$ cat config.mk
export PLATFORM = sky130hd
export DESIGN_NAME = baud_rx_flat
export DESIGN_NICKNAME = d
export VERILOG_FILES = /design/src/rtl/baud_rx_if.sv /design/src/rtl/baud_rx.sv /design/src/flat_wrapper.sv
export SDC_FILE = /design/constraint.sdc
export NUM_CORES = 1
export LEC_CHECK = 0
export ABC_CLOCK_PERIOD_IN_PS = 2200
export CORE_MARGIN = 1.5
export CORE_UTILIZATION = 51
export CTS_CLUSTER_DIAMETER = 120
export DETAILED_ROUTE_END_ITERATION = 6
export GPL_TIMING_DRIVEN = 0
export PLACE_DENSITY = 0.82
export REMOVE_ABC_BUFFERS = 1
export SYNTH_ARGS = -nofsm -noshare
export SYNTH_HDL_FRONTEND = slang
export SYNTH_SLANG_ARGS = --single-unit
$ cat constraint.sdc
create_clock -name CLKIN -period 2.2 [get_ports CLKIN]
set_input_delay 0.44 -clock CLKIN [delete_from_list [all_inputs] [get_ports CLKIN]]
set_output_delay 0.44 -clock CLKIN [all_outputs]
set_load 0.005 [all_outputs]
$ cat src/rtl/baud_rx_if.sv
// Serial receive bundle: the raw line in, the decoded byte and status pulses out.
// The receiver uses the slave view; whatever drives the line uses the master view.
interface baud_rx_if;
    logic       rx;
    logic [7:0] data;
    logic       valid;
    logic       frame_err;
    logic       busy;

    modport master (output rx, input data, valid, frame_err, busy);
    modport slave  (input rx, output data, valid, frame_err, busy);
endinterface

$ cat src/rtl/baud_rx.sv
// 8N1 UART receiver: start-bit midpoint qualification, mid-bit data sampling,
// stop-bit framing check and a break state that waits for the line to go idle.
module baud_rx #(
    parameter int CLKS_PER_BIT = 414,
    parameter int HALF_BIT     = CLKS_PER_BIT / 2
) (
    input  logic       CLKIN,
    input  logic       RESET,
    baud_rx_if.slave   bus
);

    localparam logic [2:0] IDLE  = 3'd0;
    localparam logic [2:0] START = 3'd1;
    localparam logic [2:0] DATA  = 3'd2;
    localparam logic [2:0] STOP  = 3'd3;
    localparam logic [2:0] BREAK = 3'd4;

    localparam logic [9:0] BIT_LAST  = 10'(CLKS_PER_BIT - 1);
    localparam logic [9:0] HALF_LAST = 10'(HALF_BIT - 1);

    logic [2:0] state_q, state_d;
    logic [9:0] cnt_q, cnt_d;
    logic [2:0] idx_q, idx_d;
    logic [7:0] shreg_q, shreg_d;
    logic [7:0] data_q, data_d;
    logic       valid_q, valid_d;
    logic       frame_err_q, frame_err_d;
    logic       rx_meta_q, rx_meta_d;
    logic       rx_s_q, rx_s_d;

    // NOTE: every variable gets a default before the case so no path leaves one unassigned (no latches).
    always_comb begin
        rx_meta_d   = bus.rx;
        rx_s_d      = rx_meta_q;
        state_d     = state_q;
        cnt_d       = cnt_q;
        idx_d       = idx_q;
        shreg_d     = shreg_q;
        data_d      = data_q;
        valid_d     = 1'b0;
        frame_err_d = 1'b0;

        case (state_q)
            IDLE: begin
                cnt_d = '0;
                if (!rx_s_q) state_d = START;
            end
            START: begin
                if (cnt_q == HALF_LAST) begin
                    cnt_d = '0;
                    idx_d = '0;
                    // A line that has gone high again by mid-start-bit was only a glitch.
                    state_d = rx_s_q ? IDLE : DATA;
                end else begin
                    cnt_d = cnt_q + 10'd1;
                end
            end
            DATA: begin
                if (cnt_q == BIT_LAST) begin
                    cnt_d          = '0;
                    shreg_d[idx_q] = rx_s_q;
                    if (idx_q == 3'd7) begin
                        idx_d   = '0;
                        state_d = STOP;
                    end else begin
                        idx_d = idx_q + 3'd1;
                    end
                end else begin
                    cnt_d = cnt_q + 10'd1;
                end
            end
            STOP: begin
                if (cnt_q == BIT_LAST) begin
                    cnt_d = '0;
                    if (rx_s_q) begin
                        data_d  = shreg_q;
                        valid_d = 1'b1;
                        state_d = IDLE;
                    end else begin
                        frame_err_d = 1'b1;
                        state_d     = BREAK;
                    end
                end else begin
                    cnt_d = cnt_q + 10'd1;
                end
            end
            BREAK: begin
                // A held-low line must not be mistaken for the next start bit.
                cnt_d = '0;
                if (rx_s_q) state_d = IDLE;
            end
            default: begin
                state_d = IDLE;
                cnt_d   = '0;
                idx_d   = '0;
            end
        endcase
    end

    // NOTE: sequential state uses non-blocking assignments so all flops update from the same pre-edge values.
    always_ff @(posedge CLKIN or posedge RESET) begin
        if (RESET) begin
            rx_meta_q   <= 1'b1;
            rx_s_q      <= 1'b1;
            state_q     <= IDLE;
            cnt_q       <= '0;
            idx_q       <= '0;
            shreg_q     <= '0;
            data_q      <= '0;
            valid_q     <= 1'b0;
            frame_err_q <= 1'b0;
        end else begin
            rx_meta_q   <= rx_meta_d;
            rx_s_q      <= rx_s_d;
            state_q     <= state_d;
            cnt_q       <= cnt_d;
            idx_q       <= idx_d;
            shreg_q     <= shreg_d;
            data_q      <= data_d;
            valid_q     <= valid_d;
            frame_err_q <= frame_err_d;
        end
    end

    assign bus.data      = data_q;
    assign bus.valid     = valid_q;
    assign bus.frame_err = frame_err_q;
    assign bus.busy      = (state_q != IDLE);

endmodule

$ cat src/flat_wrapper.sv
// flat-port wrapper written by rule: the top's interface ports become plain ports
module baud_rx_flat 
#(
    parameter int CLKS_PER_BIT = 414,
    parameter int HALF_BIT     = CLKS_PER_BIT / 2
)
  (CLKIN, RESET, bus_rx, bus_data, bus_valid, bus_frame_err, bus_busy);
  baud_rx_if bus_i ();
  input  logic CLKIN;
  input  logic RESET;
  input wire logic [$bits(bus_i.rx)-1:0] bus_rx;
  output wire logic [$bits(bus_i.data)-1:0] bus_data;
  output wire logic [$bits(bus_i.valid)-1:0] bus_valid;
  output wire logic [$bits(bus_i.frame_err)-1:0] bus_frame_err;
  output wire logic [$bits(bus_i.busy)-1:0] bus_busy;
  assign bus_i.rx = bus_rx;
  assign bus_data = bus_i.data;
  assign bus_valid = bus_i.valid;
  assign bus_frame_err = bus_i.frame_err;
  assign bus_busy = bus_i.busy;
  baud_rx #(.CLKS_PER_BIT(CLKS_PER_BIT), .HALF_BIT(HALF_BIT)) u_core (.CLKIN(CLKIN), .RESET(RESET), .bus(bus_i));
endmodule
# Word level (Yosys, flattened, before mapping)
# Cells that the tools add are included.
# op_classes
add_sub_neg	2
n_mux	25
n_eq_ne	13
bitwise_logic	1
shifts	0
magnitude_cmp	2
div	0
n_mul	0
reduce_logical	9
# ops
operator	count
2-to-1 mux 3 bit	10
2-to-1 mux 10 bit	2
one-hot mux 10 bit (2 select lines)	1
one-hot mux 3 bit (5 select lines)	1
adder 10 x 1 -> 10 bit, second input constant	1
equality test 10 x 8 -> 1 bit, second input constant	1
equality test 10 x 9 -> 1 bit, second input constant	1
inequality test 2 x 1 -> 1 bit, second input constant	5
one-hot mux 3 bit (3 select lines)	1
bitwise mux 8 bit	1
2-to-1 mux 1 bit	7
equality test 3 x 2 -> 1 bit, second input constant	2
equality test 3 bit, second input constant	2
AND reduction 3 bit	2
AND reduction 6 bit	1
< comparator 3 x 4 -> 1 bit, second input constant	1
adder 3 x 1 -> 3 bit, second input constant	1
demux 1 bit (select 3 bit)	1
equality test 3 x 1 -> 1 bit, second input constant	1
greater-or-equal comparator 3 x 1 -> 1 bit, second input constant	1
zero test 3 bit	1
nonzero test 3 bit	1
OR reduction 3 bit	1
2-to-1 mux 2 bit	1
5 further kinds	5
# totals
latchBits	0
reg_bits	36
ramBits	0
mem_count	0
in_bits	3
rom_bits	0

# Depth between registers and ports, before layout
# logic_depth
word_depth	5
ltp_mapped	7

# Least setup slack after synthesis
# OpenSTA, ideal clock, no wires.
# synth_path
path_kind	register -> register
from	reg u_core.cnt_q[5]
to	reg u_core.shreg_q[1]
stages_incl_launch_ff	6
period_less_slack_ps	2226
path_slack_ps	-26
setup_ps	127
t_arrival_ps	2099
cell_sequence	dfrtp_1 -> or3b_4 -> or3_1 -> buf_6 -> or4_1 -> mux2_1
# synth_between
elab_chain_len	2
# synth_rtl
item	line_no	text
from (decl)	baud_rx.sv:22	logic [9:0] cnt_q, cnt_d;
from (signal assigned)	baud_rx.sv:116	cnt_q <= cnt_d;
equality test 10 x 9 -> 1 bit	baud_rx.sv:59	if (cnt_q == BIT_LAST) begin
AND reduction 2 bit (no source line)	n/a	
to (signal assigned)	baud_rx.sv:118	shreg_q <= shreg_d;
to (decl)	baud_rx.sv:24	logic [7:0] shreg_q, shreg_d;
# Every way passes these cells.
# A chain may end at the register's enable or synchronous reset.

# Worst setup path after layout
# layout_path
from	reg u_core.cnt_q[5]
to	reg u_core.shreg_q[5]
# Same word-level chain as after synthesis.

==> results.sh <==
export IMPL_status="completed"
export IMPL_fin_util_pct=66.9
export IMPL_crit_arrival_ps=2410
export IMPL_ys_seq_area_share_pct=52.5
export IMPL_num_vias=1188
export IMPL_end_kind="register"
export IMPL_min_period_ps=2170
export IMPL_critPathMaxFanout=8
export IMPL_critPathKind="reg2reg"
export IMPL_cts_tree="done"
export IMPL_fmax_ghz=0.461
export IMPL_cts_path_max_buffers=2
export IMPL_h_tree_depth=2
export IMPL_place_area_um2=1870
export IMPL_fin_ws_ps=32.9
export IMPL_syn_area_um2=1720
export IMPL_drive_gt1_share_pct=32.6
export IMPL_synth_most_common_cell="dfrtp_1"
export IMPL_setup_viol=0
export IMPL_core_um2=3130
export IMPL_ys_types=38
export IMPL_area_delta_synth_final_pct=21.8
export IMPL_fin_crit_sh_pct=98.5
export IMPL_first_iter_violations=43
export IMPL_synth_edf_count=0
export IMPL_ant_nets=0
export IMPL_clkTransAtPathRegs_ps=120
export IMPL_ir_worst_vdd_uv=419
export IMPL_ctsHoldBuffers=0
export IMPL_antenna_found_initial=0
export IMPL_ys_flop_type="dfrtp_1"
export IMPL_track_usage_pct=18.1
export IMPL_cts_root_buffer="clkbuf_4"
export IMPL_yosys_register_bits=36
export IMPL_die_area_um2=3730
export IMPL_crit_family="simple AND/OR/NAND/NOR gates"
export IMPL_antenna_cells=0
export IMPL_clk_latency_ps=350
export IMPL_fin_nets=182
export IMPL_timing_slew_headroom_pct=51.5
export IMPL_overflow=0
export IMPL_max_stage_delay_ps=530
export IMPL_ys_top_cells_by_area="dfrtp_1 (49%), mux2_2 (9.2%), nor2_1 (3.7%)"
export IMPL_hold_slack_ps=363
export IMPL_grt_pass1_vias=1159
export IMPL_fp_dieH_um=61.1
export IMPL_cp_num_buf_inv=0
export IMPL_firstDrtPassIters=4
export IMPL_hp_class="reg2reg"
export IMPL_skew_ps=10.5
export IMPL_worst_slew_pin_slew_ps=727
export IMPL_hold_viol_final=0
export IMPL_synth_top_cell_area_share_pct=49.5
export IMPL_viasPerCell=5.42
export IMPL_dp_hpwl_um=1980
export IMPL_initial_core_util_pct=55.0
export IMPL_numCtsBuffers=5
export IMPL_final_area_um2=2090
export IMPL_io_buffers=13
export IMPL_cts_sinks=36
export IMPL_synthArstFlopShare_pct=100
export IMPL_grt_pass1_wl_um=4850
export IMPL_power_density_nw_per_um2=549
export IMPL_wl_per_cell_um=14.1
export IMPL_crit_slowest_cell="or4_4"
export IMPL_grt_max_degree=37
export IMPL_gp_congestion=0.770
export IMPL_synth_commonest_cells="dfrtp_1 (34), nor2_1 (17), mux2_2 (14)"
export IMPL_syn_inst=151
export IMPL_wl_um=3090
export IMPL_syn_avg_cell_area_um2=11.4
export IMPL_finalMaxSlewViolations=0
export IMPL_rows=20
export IMPL_worst_ep_required_time_ps=2450
export IMPL_cap_violations=0
export IMPL_ys_warn_count=0
export IMPL_synth_area_leader_cell="dfrtp_1"
export IMPL_crit_chain="or3b_4 > or3_4 > or4_4 > mux2_4"
export IMPL_ioPinCount=14
export IMPL_drcViolationCount=0
export IMPL_place_ws_ps=-167
export IMPL_die_width_um=61.1
export IMPL_crit_path_start_kind="register"
export IMPL_p_leak_uw=0.000928
export IMPL_finalPower_uw=1150
per-stage QoR:
step / instances / TNS (ps)
2_1_floorplan: 145 / -111
3_3_place_gp: 202 / -1320
3_5_place_dp: 202 / -1850
4_1_cts: 216 / -2.00
5_1_grt: 219 / -20.7
6_report: 219 / 0
registers in the layout, summed over array words and instances (netlist names):
signal and count:
u_core.cnt_q 10, u_core.bus.data 8, u_core.rx_s_q 1, u_core.shreg_q 8
u_core.state_q 3, u_core.bus.valid 1, u_core.idx_q 3, u_core.bus.frame_err 1
u_core.rx_meta_q 1
kinds of logic (layout without fill, tap and decap cells):
kind of cell,after synthesis,in the layout,synth area share (%)
compound gates,9,9,4.15
xor+xnor,8,8,4.08
fa+ha+maj,5,5,3.64
buf+inv,14,38,3.57
flops,36,36,52.5
mux,21,21,13.8
simple gates,58,58,18.3
what timing repair did:
item | in CTS | in global routing
pin swaps | 3 | 4
endpoints found under the setup margin | 21 | 18
setup buffers | 6 | 3
gates resized for setup | 11 | 6
hold endpoints to repair | 0 | 0
report_power, final:
| group | switching (uW) | internal [uW] |
|---|---|---|
| sequential | 3.47 | 665 |
| clock | 227 | 237 |
| combinational | 13.5 | 4.13 |
| total | 244 | 906 |
routing by layer:
layer / vias up / share of wire [%] / track usage [%] / wire length, um
li1: 575 / - / - / -
met5: - / 0 / 0 / 0
met3: 7 / 2.8 / 6.51 / 86
met1: 588 / 42 / 20.3 / 1290
met2: 18 / 54 / 30.7 / 1660
met4: 0 / 1.7 / 8.07 / 51
cell type report:
type,count,area [um2]
fillers,244,1030
flip-flops and latches,36,906
multi-input cells,101,825
repair buffers,22,198
well taps,44,55.1
clock inverters,3,42.5
clock buffers,5,37.5
inverters,8,30.0
cells in the final DEF (no fill, tap or decap), drive strengths merged:
cell and n:
a32oi 1, nand4 1, mux2 18, buf 9, o31ai 1, nand3 6, nor2 17, inv 8
clkdlybuf4s50 13, clkbuf 5, xor2 2, nor3b 2, nor3 4, clkinv 1, o21ai 1, nor4 5
a22oi 1, or3b 1, nand2b 2, nand2 6, a311oi 1, clkinvlp 1, or2 2, or4 5
a31oi 2, o211ai 1, mux2i 3, bufinv 1, xnor2 6, nand3b 2, and3 3, dfstp 2
dfrtp 34, ha 5, o22ai 1, or3 2
final timing paths:
kind                                            start                        endpoint  slack, ps  cells past startpoint
setup / recovery            u_core.cnt_q[5]$_DFF_PP0_   u_core.shreg_q[5]$_DFFE_PP0P_         30                      4
hold / removal             u_core.rx_meta_q$_DFF_PP1_         u_core.rx_s_q$_DFF_PP1_        360                      0
setup reg to reg            u_core.cnt_q[5]$_DFF_PP0_   u_core.shreg_q[5]$_DFFE_PP0P_         30                      4
hold reg to reg            u_core.rx_meta_q$_DFF_PP1_         u_core.rx_s_q$_DFF_PP1_        360                      0
max in group asynchronous                       RESET   u_core.state_q[0]$_DFFE_PP0P_       1160                      2
min in group asynchronous                       RESET  u_core.bus.data[6]$_DFFE_PP0P_        520                      2
No activity file was read; power rests on OpenSTA's default activity.
